===== config.mk =====
export PLATFORM = sky130hd
export DESIGN_NAME = ps2_rx_ctrl_flat
export DESIGN_NICKNAME = d
export VERILOG_FILES = /design/src/rtl/ps2_rx_ctrl_if.sv /design/src/rtl/ps2_rx_ctrl.sv /design/src/flat_wrapper.sv
export SDC_FILE = /design/constraint.sdc
export NUM_CORES = 1
export LEC_CHECK = 0
export ABC_CLOCK_PERIOD_IN_PS = 2550
export CORE_ASPECT_RATIO = 0.7
export CORE_MARGIN = 2
export CORE_UTILIZATION = 45
export CTS_BUF_LIST = sky130_fd_sc_hd__clkbuf_8 sky130_fd_sc_hd__clkbuf_16
export DETAILED_ROUTE_END_ITERATION = 8
export PLACE_DENSITY = 0.85
export SLEW_MARGIN = 20
export SYNTH_ARGS = -nofsm -noshare
export SYNTH_HDL_FRONTEND = slang
export SYNTH_SLANG_ARGS = --single-unit

===== constraint.sdc =====
create_clock -name clk -period 2.55 [get_ports clk]
set_input_delay 0.3825 -clock clk [delete_from_list [all_inputs] [get_ports clk]]
set_output_delay 0.3825 -clock clk [all_outputs]
set_load 0.03 [all_outputs]

===== src/rtl/ps2_rx_ctrl_if.sv =====
// APB3 slave bundle for the PS/2 receive controller.
// The master modport is the interconnect (or bench) side, the slave modport
// is the controller side.
interface ps2_rx_ctrl_if;
  logic [31:0] paddr;
  logic        psel;
  logic        penable;
  logic        pwrite;
  logic [31:0] pwdata;
  logic [3:0]  pstrb;
  logic        pready;
  logic [31:0] prdata;
  logic        pslverr;

  modport master (
    output paddr, psel, penable, pwrite, pwdata, pstrb,
    input  pready, prdata, pslverr
  );

  modport slave (
    input  paddr, psel, penable, pwrite, pwdata, pstrb,
    output pready, prdata, pslverr
  );
endinterface


===== src/rtl/ps2_rx_ctrl.sv =====
// PS/2 receive controller.
// Pulls scan codes out of the ps2_keyboard receiver with a one-cycle
// active-low acknowledge, buffers them in a small FIFO and exposes the FIFO,
// a status word and a control word through a zero-wait-state APB3 slave.
// A level interrupt is raised while codes are pending and irq_en is set.
module ps2_rx_ctrl #(
  parameter int FIFO_DEPTH = 8
) (
  input  logic         clk,
  input  logic         rst_n,
  input  logic         kbd_ready,
  input  logic [7:0]   kbd_scan_code,
  input  logic         kbd_overflow,
  output logic         kbd_nextdata_n,
  ps2_rx_ctrl_if.slave apb,
  output logic         irq
);

  localparam int AW = $clog2(FIFO_DEPTH);
  localparam int CW = AW + 1;
  localparam logic [CW-1:0] FULL_COUNT = CW'(FIFO_DEPTH);

  localparam logic [3:0] OFF_DATA   = 4'h0;
  localparam logic [3:0] OFF_STATUS = 4'h4;
  localparam logic [3:0] OFF_CTRL   = 4'h8;

  typedef enum logic [1:0] {
    ST_IDLE,
    ST_ACK,
    ST_SETTLE
  } fetch_state_t;

  fetch_state_t state_q;
  fetch_state_t state_d;

  logic [7:0]    mem [FIFO_DEPTH];
  logic [AW-1:0] wr_ptr;
  logic [AW-1:0] rd_ptr;
  logic [CW-1:0] count;
  logic          empty;
  logic          full;
  logic [7:0]    head;

  logic          ovf;
  logic          irq_en;

  logic          fifo_push;
  logic          fifo_pop;

  logic [3:0]    offset;
  logic          access;
  logic          addr_bad;
  logic          write_ro;
  logic          acc_err;
  logic          rd_ok;
  logic          ctrl_we;
  logic [31:0]   status_word;

  logic          unused_apb;

  assign empty = (count == '0);
  assign full  = (count == FULL_COUNT);
  assign head  = mem[rd_ptr];

  // APB decode: only offset bits are looked at; an access is valid only on
  // a word-aligned register that allows the requested direction.
  assign offset   = apb.paddr[3:0];
  assign access   = apb.psel & apb.penable;
  assign addr_bad = (offset[3:2] == 2'b11) | (offset[1:0] != 2'b00);
  assign write_ro = apb.pwrite & ((offset == OFF_DATA) | (offset == OFF_STATUS));
  assign acc_err  = addr_bad | write_ro;
  assign rd_ok    = access & ~apb.pwrite & ~acc_err;
  assign ctrl_we  = access & apb.pwrite & ~acc_err & (offset == OFF_CTRL) & apb.pstrb[0];
  assign fifo_pop = rd_ok & (offset == OFF_DATA) & ~empty;

  assign apb.pready  = 1'b1;
  assign apb.pslverr = access & acc_err;

  // Interrupt depends only on registered state, never on the APB inputs.
  assign irq = irq_en & ~empty;

  // Bits of the bus that carry no meaning for this block.
  assign unused_apb = ^{apb.paddr[31:4], apb.pwdata[31:2], apb.pstrb[3:1]};

  // Fetch FSM state register.
  always_ff @(posedge clk or negedge rst_n) begin
    if (!rst_n) begin
      state_q <= ST_IDLE;
    end else begin
      state_q <= state_d;
    end
  end

  // Fetch FSM next state and handshake: ACK pulses nextdata_n and pushes the
  // head code; SETTLE blinds the FSM while the receiver moves to its next code.
  always_comb begin
    state_d        = state_q;
    kbd_nextdata_n = 1'b1;
    fifo_push      = 1'b0;
    case (state_q)
      ST_IDLE: begin
        if (kbd_ready && !full) begin
          state_d = ST_ACK;
        end
      end
      ST_ACK: begin
        kbd_nextdata_n = 1'b0;
        fifo_push      = 1'b1;
        state_d        = ST_SETTLE;
      end
      ST_SETTLE: begin
        state_d = ST_IDLE;
      end
      default: begin
        state_d = ST_IDLE;
      end
    endcase
  end

  // FIFO storage; contents need no reset because count gates every read.
  always_ff @(posedge clk) begin
    if (fifo_push) begin
      mem[wr_ptr] <= kbd_scan_code;
    end
  end

  // FIFO pointers and occupancy; a simultaneous push and pop leaves count alone.
  always_ff @(posedge clk or negedge rst_n) begin
    if (!rst_n) begin
      wr_ptr <= '0;
      rd_ptr <= '0;
      count  <= '0;
    end else begin
      if (fifo_push) begin
        wr_ptr <= wr_ptr + AW'(1);
      end
      if (fifo_pop) begin
        rd_ptr <= rd_ptr + AW'(1);
      end
      case ({fifo_push, fifo_pop})
        2'b10:   count <= count + CW'(1);
        2'b01:   count <= count - CW'(1);
        default: count <= count;
      endcase
    end
  end

  // Control register and sticky overflow flag; a new overflow beats a clear.
  always_ff @(posedge clk or negedge rst_n) begin
    if (!rst_n) begin
      irq_en <= 1'b0;
      ovf    <= 1'b0;
    end else begin
      if (ctrl_we) begin
        irq_en <= apb.pwdata[0];
      end
      if (kbd_overflow) begin
        ovf <= 1'b1;
      end else if (ctrl_we && apb.pwdata[1]) begin
        ovf <= 1'b0;
      end
    end
  end

  // Status word layout: not_empty, full, ovf, then the occupancy count at bit 8.
  always_comb begin
    status_word            = 32'h0;
    status_word[0]         = ~empty;
    status_word[1]         = full;
    status_word[2]         = ovf;
    status_word[8 +: CW]   = count;
  end

  // Read mux; zero outside a valid read access and for DATA while empty.
  always_comb begin
    apb.prdata = 32'h0;
    if (rd_ok) begin
      case (offset)
        OFF_DATA: begin
          if (!empty) begin
            apb.prdata = {24'h0, head};
          end
        end
        OFF_STATUS: begin
          apb.prdata = status_word;
        end
        OFF_CTRL: begin
          apb.prdata = {31'h0, irq_en};
        end
        default: begin
          apb.prdata = 32'h0;
        end
      endcase
    end
  end

endmodule


===== src/flat_wrapper.sv =====
// flat-port wrapper written by rule: the top's interface ports become plain ports
module ps2_rx_ctrl_flat 
#(
  parameter int FIFO_DEPTH = 8
)
  (clk, rst_n, kbd_ready, kbd_scan_code, kbd_overflow, kbd_nextdata_n, irq, apb_paddr, apb_psel, apb_penable, apb_pwrite, apb_pwdata, apb_pstrb, apb_pready, apb_prdata, apb_pslverr);
  ps2_rx_ctrl_if apb_i ();
  input  logic clk;
  input  logic rst_n;
  input  logic kbd_ready;
  input  logic [7:0] kbd_scan_code;
  input  logic kbd_overflow;
  output logic kbd_nextdata_n;
  output logic irq;
  input wire logic [$bits(apb_i.paddr)-1:0] apb_paddr;
  input wire logic [$bits(apb_i.psel)-1:0] apb_psel;
  input wire logic [$bits(apb_i.penable)-1:0] apb_penable;
  input wire logic [$bits(apb_i.pwrite)-1:0] apb_pwrite;
  input wire logic [$bits(apb_i.pwdata)-1:0] apb_pwdata;
  input wire logic [$bits(apb_i.pstrb)-1:0] apb_pstrb;
  output wire logic [$bits(apb_i.pready)-1:0] apb_pready;
  output wire logic [$bits(apb_i.prdata)-1:0] apb_prdata;
  output wire logic [$bits(apb_i.pslverr)-1:0] apb_pslverr;
  assign apb_i.paddr = apb_paddr;
  assign apb_i.psel = apb_psel;
  assign apb_i.penable = apb_penable;
  assign apb_i.pwrite = apb_pwrite;
  assign apb_i.pwdata = apb_pwdata;
  assign apb_i.pstrb = apb_pstrb;
  assign apb_pready = apb_i.pready;
  assign apb_prdata = apb_i.prdata;
  assign apb_pslverr = apb_i.pslverr;
  ps2_rx_ctrl #(.FIFO_DEPTH(FIFO_DEPTH)) u_core (.clk(clk), .rst_n(rst_n), .kbd_ready(kbd_ready), .kbd_scan_code(kbd_scan_code), .kbd_overflow(kbd_overflow), .kbd_nextdata_n(kbd_nextdata_n), .apb(apb_i), .irq(irq));
endmodule

Word level (Yosys, flattened, before mapping):

Memories as Yosys holds them, arrays and structs flattened.
Cells that the tools add are included.

* add/subtract/negate cells: 4
* equal/unequal tests: 8
* mux-type cells: 12
* bitwise operators: 18
* reduce and logical (&&, ||, !) cells: 9

Operator list (count)
* $pmux 12 s3: 1
* $and 1x1->1: 12
* $mux 12: 1
* $eq 4x4->1 const B: 2
* $logic_not 4->1: 2
* $mux 8: 1
* $pmux 4 s2: 1
* $add 3x1->3 const B: 2
* $mux 1: 6
* $reduce_bool 2->1: 3
* $add 4x1->4 const B: 1
* $eq 2x1->1 const B: 2
* $eq 2x2->1 const B: 2
* $eq 4x3->1 const B: 1
* $pmux 2 s2: 1
* $sub 4x1->4 const B: 1
* $not 1->1: 3
* $or 1x1->1: 3
* $logic_and 1x1->1: 2
* $logic_not 2->1: 1
* $mux 2: 1
* $ne 2x1->1 const B: 1
* $logic_not 1->1: 1

* register bits after elaboration: 14
* memory bits (writable): 64
* input port bits: 83
* output and inout port bits: 36
* word-level logic and storage cells: 58
* memories kept: 1

Memories
* u_core.mem: depth 8, width 8, read ports 1, clocked after memory_dff 0, write ports 1, RTL line ps2_rx_ctrl.sv:36 `logic [7:0] mem [FIFO_DEPTH];`

Logic depth before layout (Yosys ltp):

* depth after elaboration: 11
* mapped depth: 12
* mapped depth without buffers: 11

Least setup slack after synthesis:

No wires, ideal clock.

* path kind: register to register
* start: reg u_core.count[1]
* end: reg u_core.count[2]
* library setup time: 0.128 ns
* arrival: 2.157 ns
* data required time: 2.422 ns
* slack: 0.265 ns
* stages on the path, launching flop included: 13
* period minus slack after synthesis: 2.285 ns
* cell sequence: dfrtp_1 -> buf_2 -> nor4_2 -> nor2_1 -> nand2_4 -> inv_1 -> ha_1 -> xor2_1 -> ha_1 -> a21oi_1 -> xor2_1 -> nor2_1 -> xor2_1

* word-level cells in the longest chain between the ends: 5
* elaborated cells between the ends (all ways): 9
* classes of those cells: add/sub (2); eq/ne (2); mux (1); bitwise (2); reduce/logical (2)

RTL lines
* start, declared: RTL line ps2_rx_ctrl.sv:39 `logic [CW-1:0] count;`
* start signal, assigned: RTL line ps2_rx_ctrl.sv:141 `2'b10: count <= count + CW'(1);`
* start signal, assigned: RTL line ps2_rx_ctrl.sv:142 `2'b01: count <= count - CW'(1);`
* start signal, assigned: RTL line ps2_rx_ctrl.sv:143 `default: count <= count;`
* $logic_not 4->1 (*): RTL line ps2_rx_ctrl.sv:61 `assign empty = (count == '0);`
* $not 1->1 (*): RTL line ps2_rx_ctrl.sv:74 `assign fifo_pop = rd_ok & (offset == OFF_DATA) & ~empty;`
* $and 1x1->1 (*): RTL line ps2_rx_ctrl.sv:74
* via u_core.fifo_pop: RTL line ps2_rx_ctrl.sv:48 `logic fifo_pop;`
* $eq 2x1->1 / $eq 2x2->1 (equally long branches): RTL line ps2_rx_ctrl.sv:140 `case ({fifo_push, fifo_pop})`
* $pmux 4 s2 / $reduce_bool 2->1 (equally long branches)

Mark *: on every way through the listed nets, which the timed path passes. The rest lies on a longest branch.
A chain may end at the register's enable or synchronous reset.

Worst setup path in the final report:

* start: in apb_paddr[3]
* end: out apb_pslverr

* word-level cells in the longest chain between the ends: 5
* elaborated cells between the ends (all ways): 8
* classes of those cells: eq/ne (2); bitwise (5); reduce/logical (1)

RTL lines
* start, declared: RTL line flat_wrapper.sv:15 `input wire logic [$bits(apb_i.paddr)-1:0] apb_paddr;`
* $eq 4x3->1 / $logic_not 4->1 (equally long branches): RTL line ps2_rx_ctrl.sv:70 `assign write_ro = apb.pwrite & ((offset == OFF_DATA) | (offset == OFF_STATUS));`
* $or 1x1->1: RTL line ps2_rx_ctrl.sv:70
* $and 1x1->1: RTL line ps2_rx_ctrl.sv:70
* $or 1x1->1 (*): RTL line ps2_rx_ctrl.sv:71 `assign acc_err = addr_bad | write_ro;`
* $and 1x1->1 (*): RTL line ps2_rx_ctrl.sv:77 `assign apb.pslverr = access & acc_err;`
* end, declared: RTL line flat_wrapper.sv:23 `output wire logic [$bits(apb_i.pslverr)-1:0] apb_pslverr;`

Mark *: on every way between the ends. The rest lies on a longest branch, timed or not.

==> results.toml <==
[outcome]
outcome = "finished, final reports clean"

[floorplan]
initial_utilization_pct = 47.14
die_h_um = 77.59
dieWidth_um = 109.1
dieArea_mm2 = 0.008466
num_io_pins = 119
row_count = 26
core_area_mm2 = 0.007385

[detailed_routing]
postRouteAntennaNets = 0
drt_iter0_markers = 92
post_drt_wl_per_cell_um = 16.55
drc_errors = 0
drtPass1Iterations = 4
via_count = 1903
finalWirelength_um = 6155
via_per_inst = 5.116

[clocking]
cts_buffer_depth = 2
cts_sinks = 78
htreeDepth = 3
cts_tree = "yes"
clock_latency_ns = 0.34
numCtsBuffers = 9
hold_buffers = 0
cts-root-buf = "clkbuf_8"
clk_pin_slew_worst_paths_ns = 0.07

[grt]
overflow = 0
grt_pass1_wl_um = 9722
grt_usage_pct = 15.76
antenna_found_initial = 0
grt_pass1_vias = 1908
grt_max_degree = 15

[logic_synthesis]
ys_ff_latch = 78
syn_inst = 213
synthDistinctLibCells = 36
yosysSeqAreaShare_pct = 65.28
synthesis.area_mm2 = 0.003481
synth_top_area_share_pct = 55.21
syn_area_per_cell_um2 = 16.34
synth_area_leader_cell = "edfxtp_1"
synth_area_leaders = "edfxtp_1, mux4_2, dfrtp_1"
synth_most_common_cell = "edfxtp_1"
synth_edf_count = 64
ys.flop_type = "edfxtp_1"
yosys_warnings = 0
async_reset_ff_share_pct = 17.95
synth_common_cells = "edfxtp_1, buf_4, mux4_2, dfrtp_1, nor2_1"

[worst_setup_path]
crit_fanout = 6
r2r_start = "u_core.count[2]$_DFFE_PN0P_"
r2r-end = "u_core.count[2]$_DFFE_PN0P_"
reg2reg_slack_ns = 0.28
crit_path_start_kind = "primary input"
critPathArrivalTime_ns = 1.98
r2r_cells = 11
cp-end-kind = "primary output"
critPathKind = "primary input to primary output"
required_ns = 2.17

[power_and_ir_drop]
p_leak_nw = 1.521
ir_drop_mv = 0.3889
power.total_w = 0.003345
powerDensity_mw_per_mm2 = 808.3

[finish]
drive_above_1_share_pct = 27.74
fillerInstances = 585
finalNetCount = 358
final_core_util_pct = 56.03
stdcell_area_mm2 = 0.004138
n_antenna_cell = 0
area_delta_synth_final_pct = 18.87

[place]
gp_congestion = 0.7417
numPortBuffers = 36
dpl.hpwl_um = 4403
placed_area_mm2 = 0.003943

[timing]
setup_viol = 0
finalCritPeriodShare_pct = 92.46
finalCriticalPeriod_ns = 2.358
fmax_mhz = 424.1
final-hold-violation-count = 0
max-slew-margin-rel_pct = 55.22
rsz0062_at_grt = "false"
finClkSkew_ns = 0.003772
tightest_slew_ns = 0.6696
slew_violations = 0

[run]
max-cap-violations = 0

[hold_path]
hold_class = "primary input to async pin"
[kinds of logic (layout without fill, tap and decap cells)]
| logic type | Yosys count | after routing | share of synthesized area (%) |
|---|---|---|---|
| AO/OA/AOI/OAI | 11 | 11 | 1.869 |
| XOR/XNOR | 9 | 9 | 2.264 |
| multiplexers | 29 | 29 | 14.34 |
| adder cells (fa/ha/maj) | 5 | 5 | 1.797 |
| buffers and inverters | 32 | 74 | 6.290 |
| flip-flops | 78 | 78 | 65.28 |
| AND/OR/NAND/NOR | 47 | 47 | 7.944 |
| other | 2 | 21 | 0.2158 |
[routing by layer]
metal | wire (um) | vias to the layer above | track usage [%] | share of wire [%]
li1 | - | 875 | - | -
met1 | 2680 | 966 | 20.05 | 44
met2 | 3031 | 53 | 25.59 | 49
met3 | 363 | 9 | 5.966 | 5.9
met4 | 80 | 0 | 3.846 | 1.3
met5 | 0 | - | 0 | 0
[layout by cell type, fill, tap and decap left out, types with 3 or more instances in the layout]
master	count
nor3_1	3
conb_1	21
dfrtp_1	12
mux4_2	16
nand2b_1	3
ha_1	5
xnor2_1	4
mux2i_1	9
a21oi_1	3
nor2_1	14
buf_4	31
clkdlybuf4s50_1	24
inv_1	3
edfxtp_1	64
nand2_1	8
clkbuf_8	9
and3_2	4
clkinv_2	4
xor2_1	5
mux2_2	3
[per-stage QoR]
step | setup WS (ns) | instances | TNS [ns] | hold WS [ns]
2_1_floorplan | 0.2654 | 232 | 0 | 0.08691
3_3_place_gp | 0.03361 | 356 | 0 | 0.4650
3_5_place_dp | -0.04339 | 356 | -0.04339 | 0.4728
4_1_cts | 0.09377 | 371 | 0 | 0.4542
5_1_grt | 0.03332 | 372 | 0 | 0.4819
6_report | 0.1923 | 372 | 0 | 0.4516
[layout make-up]
type / instances / area [um2] / area share, %
flip-flops and latches: 78 / 2275 / 54.97
multi-input cells: 122 / 1070 / 25.85
repair buffers: 56 / 481.7 / 11.64
clock buffers: 9 / 123.9 / 2.994
well taps: 98 / 122.6 / 2.963
clock inverters: 6 / 53.80 / 1.300
inverters: 3 / 11.26 / 0.2721
[registers in the layout, summed over array words and instances, names as in the netlist]
signal,count
u_core.ovf,1
u_core.state_q,2
u_core.count,4
u_core.irq_en,1
u_core.mem,64
u_core.wr_ptr,3
u_core.rd_ptr,3
[worst max-delay path: stages]
cell	delay [ns]
clkdlybuf4s50_1	0.63
mux2i_1	0.12
a21oi_1	0.16
clkdlybuf4s50_1	0.68
[report_power, final]
group	switching, W	total (W)	internal (W)
clock	0.000407	0.000843	0.000436
sequential	0.000146	0.00172	0.00158
combinational	0.000396	0.000778	0.000382
total	0.000950	0.00334	0.00240
[how the worst max path moves through the flow]
stage / from / endpoint / slack (ns) / cells past startpoint
after floorplan: u_core.count[1]$_DFFE_PN0P_ / u_core.count[2]$_DFFE_PN0P_ / 0.27 / 12
after global placement: apb_paddr[1] / u_core.count[2]$_DFFE_PN0P_ / 0.03 / 12
after detailed placement: apb_paddr[1] / u_core.count[2]$_DFFE_PN0P_ / -0.04 / 12
after CTS: u_core.rd_ptr[1]$_DFFE_PN0P_ / apb_prdata[2] / 0.09 / 5
after global routing: u_core.count[1]$_DFFE_PN0P_ / u_core.count[2]$_DFFE_PN0P_ / 0.03 / 11
final: apb_paddr[3] / apb_pslverr / 0.19 / 4
[repair_timing]
action	in CTS	in global routing
gates resized for setup	1	3
buffers inserted	0	1
pin swaps	0	1
setup endpoints to repair	1	2
Note: power is estimated with default switching activity, not from simulation.
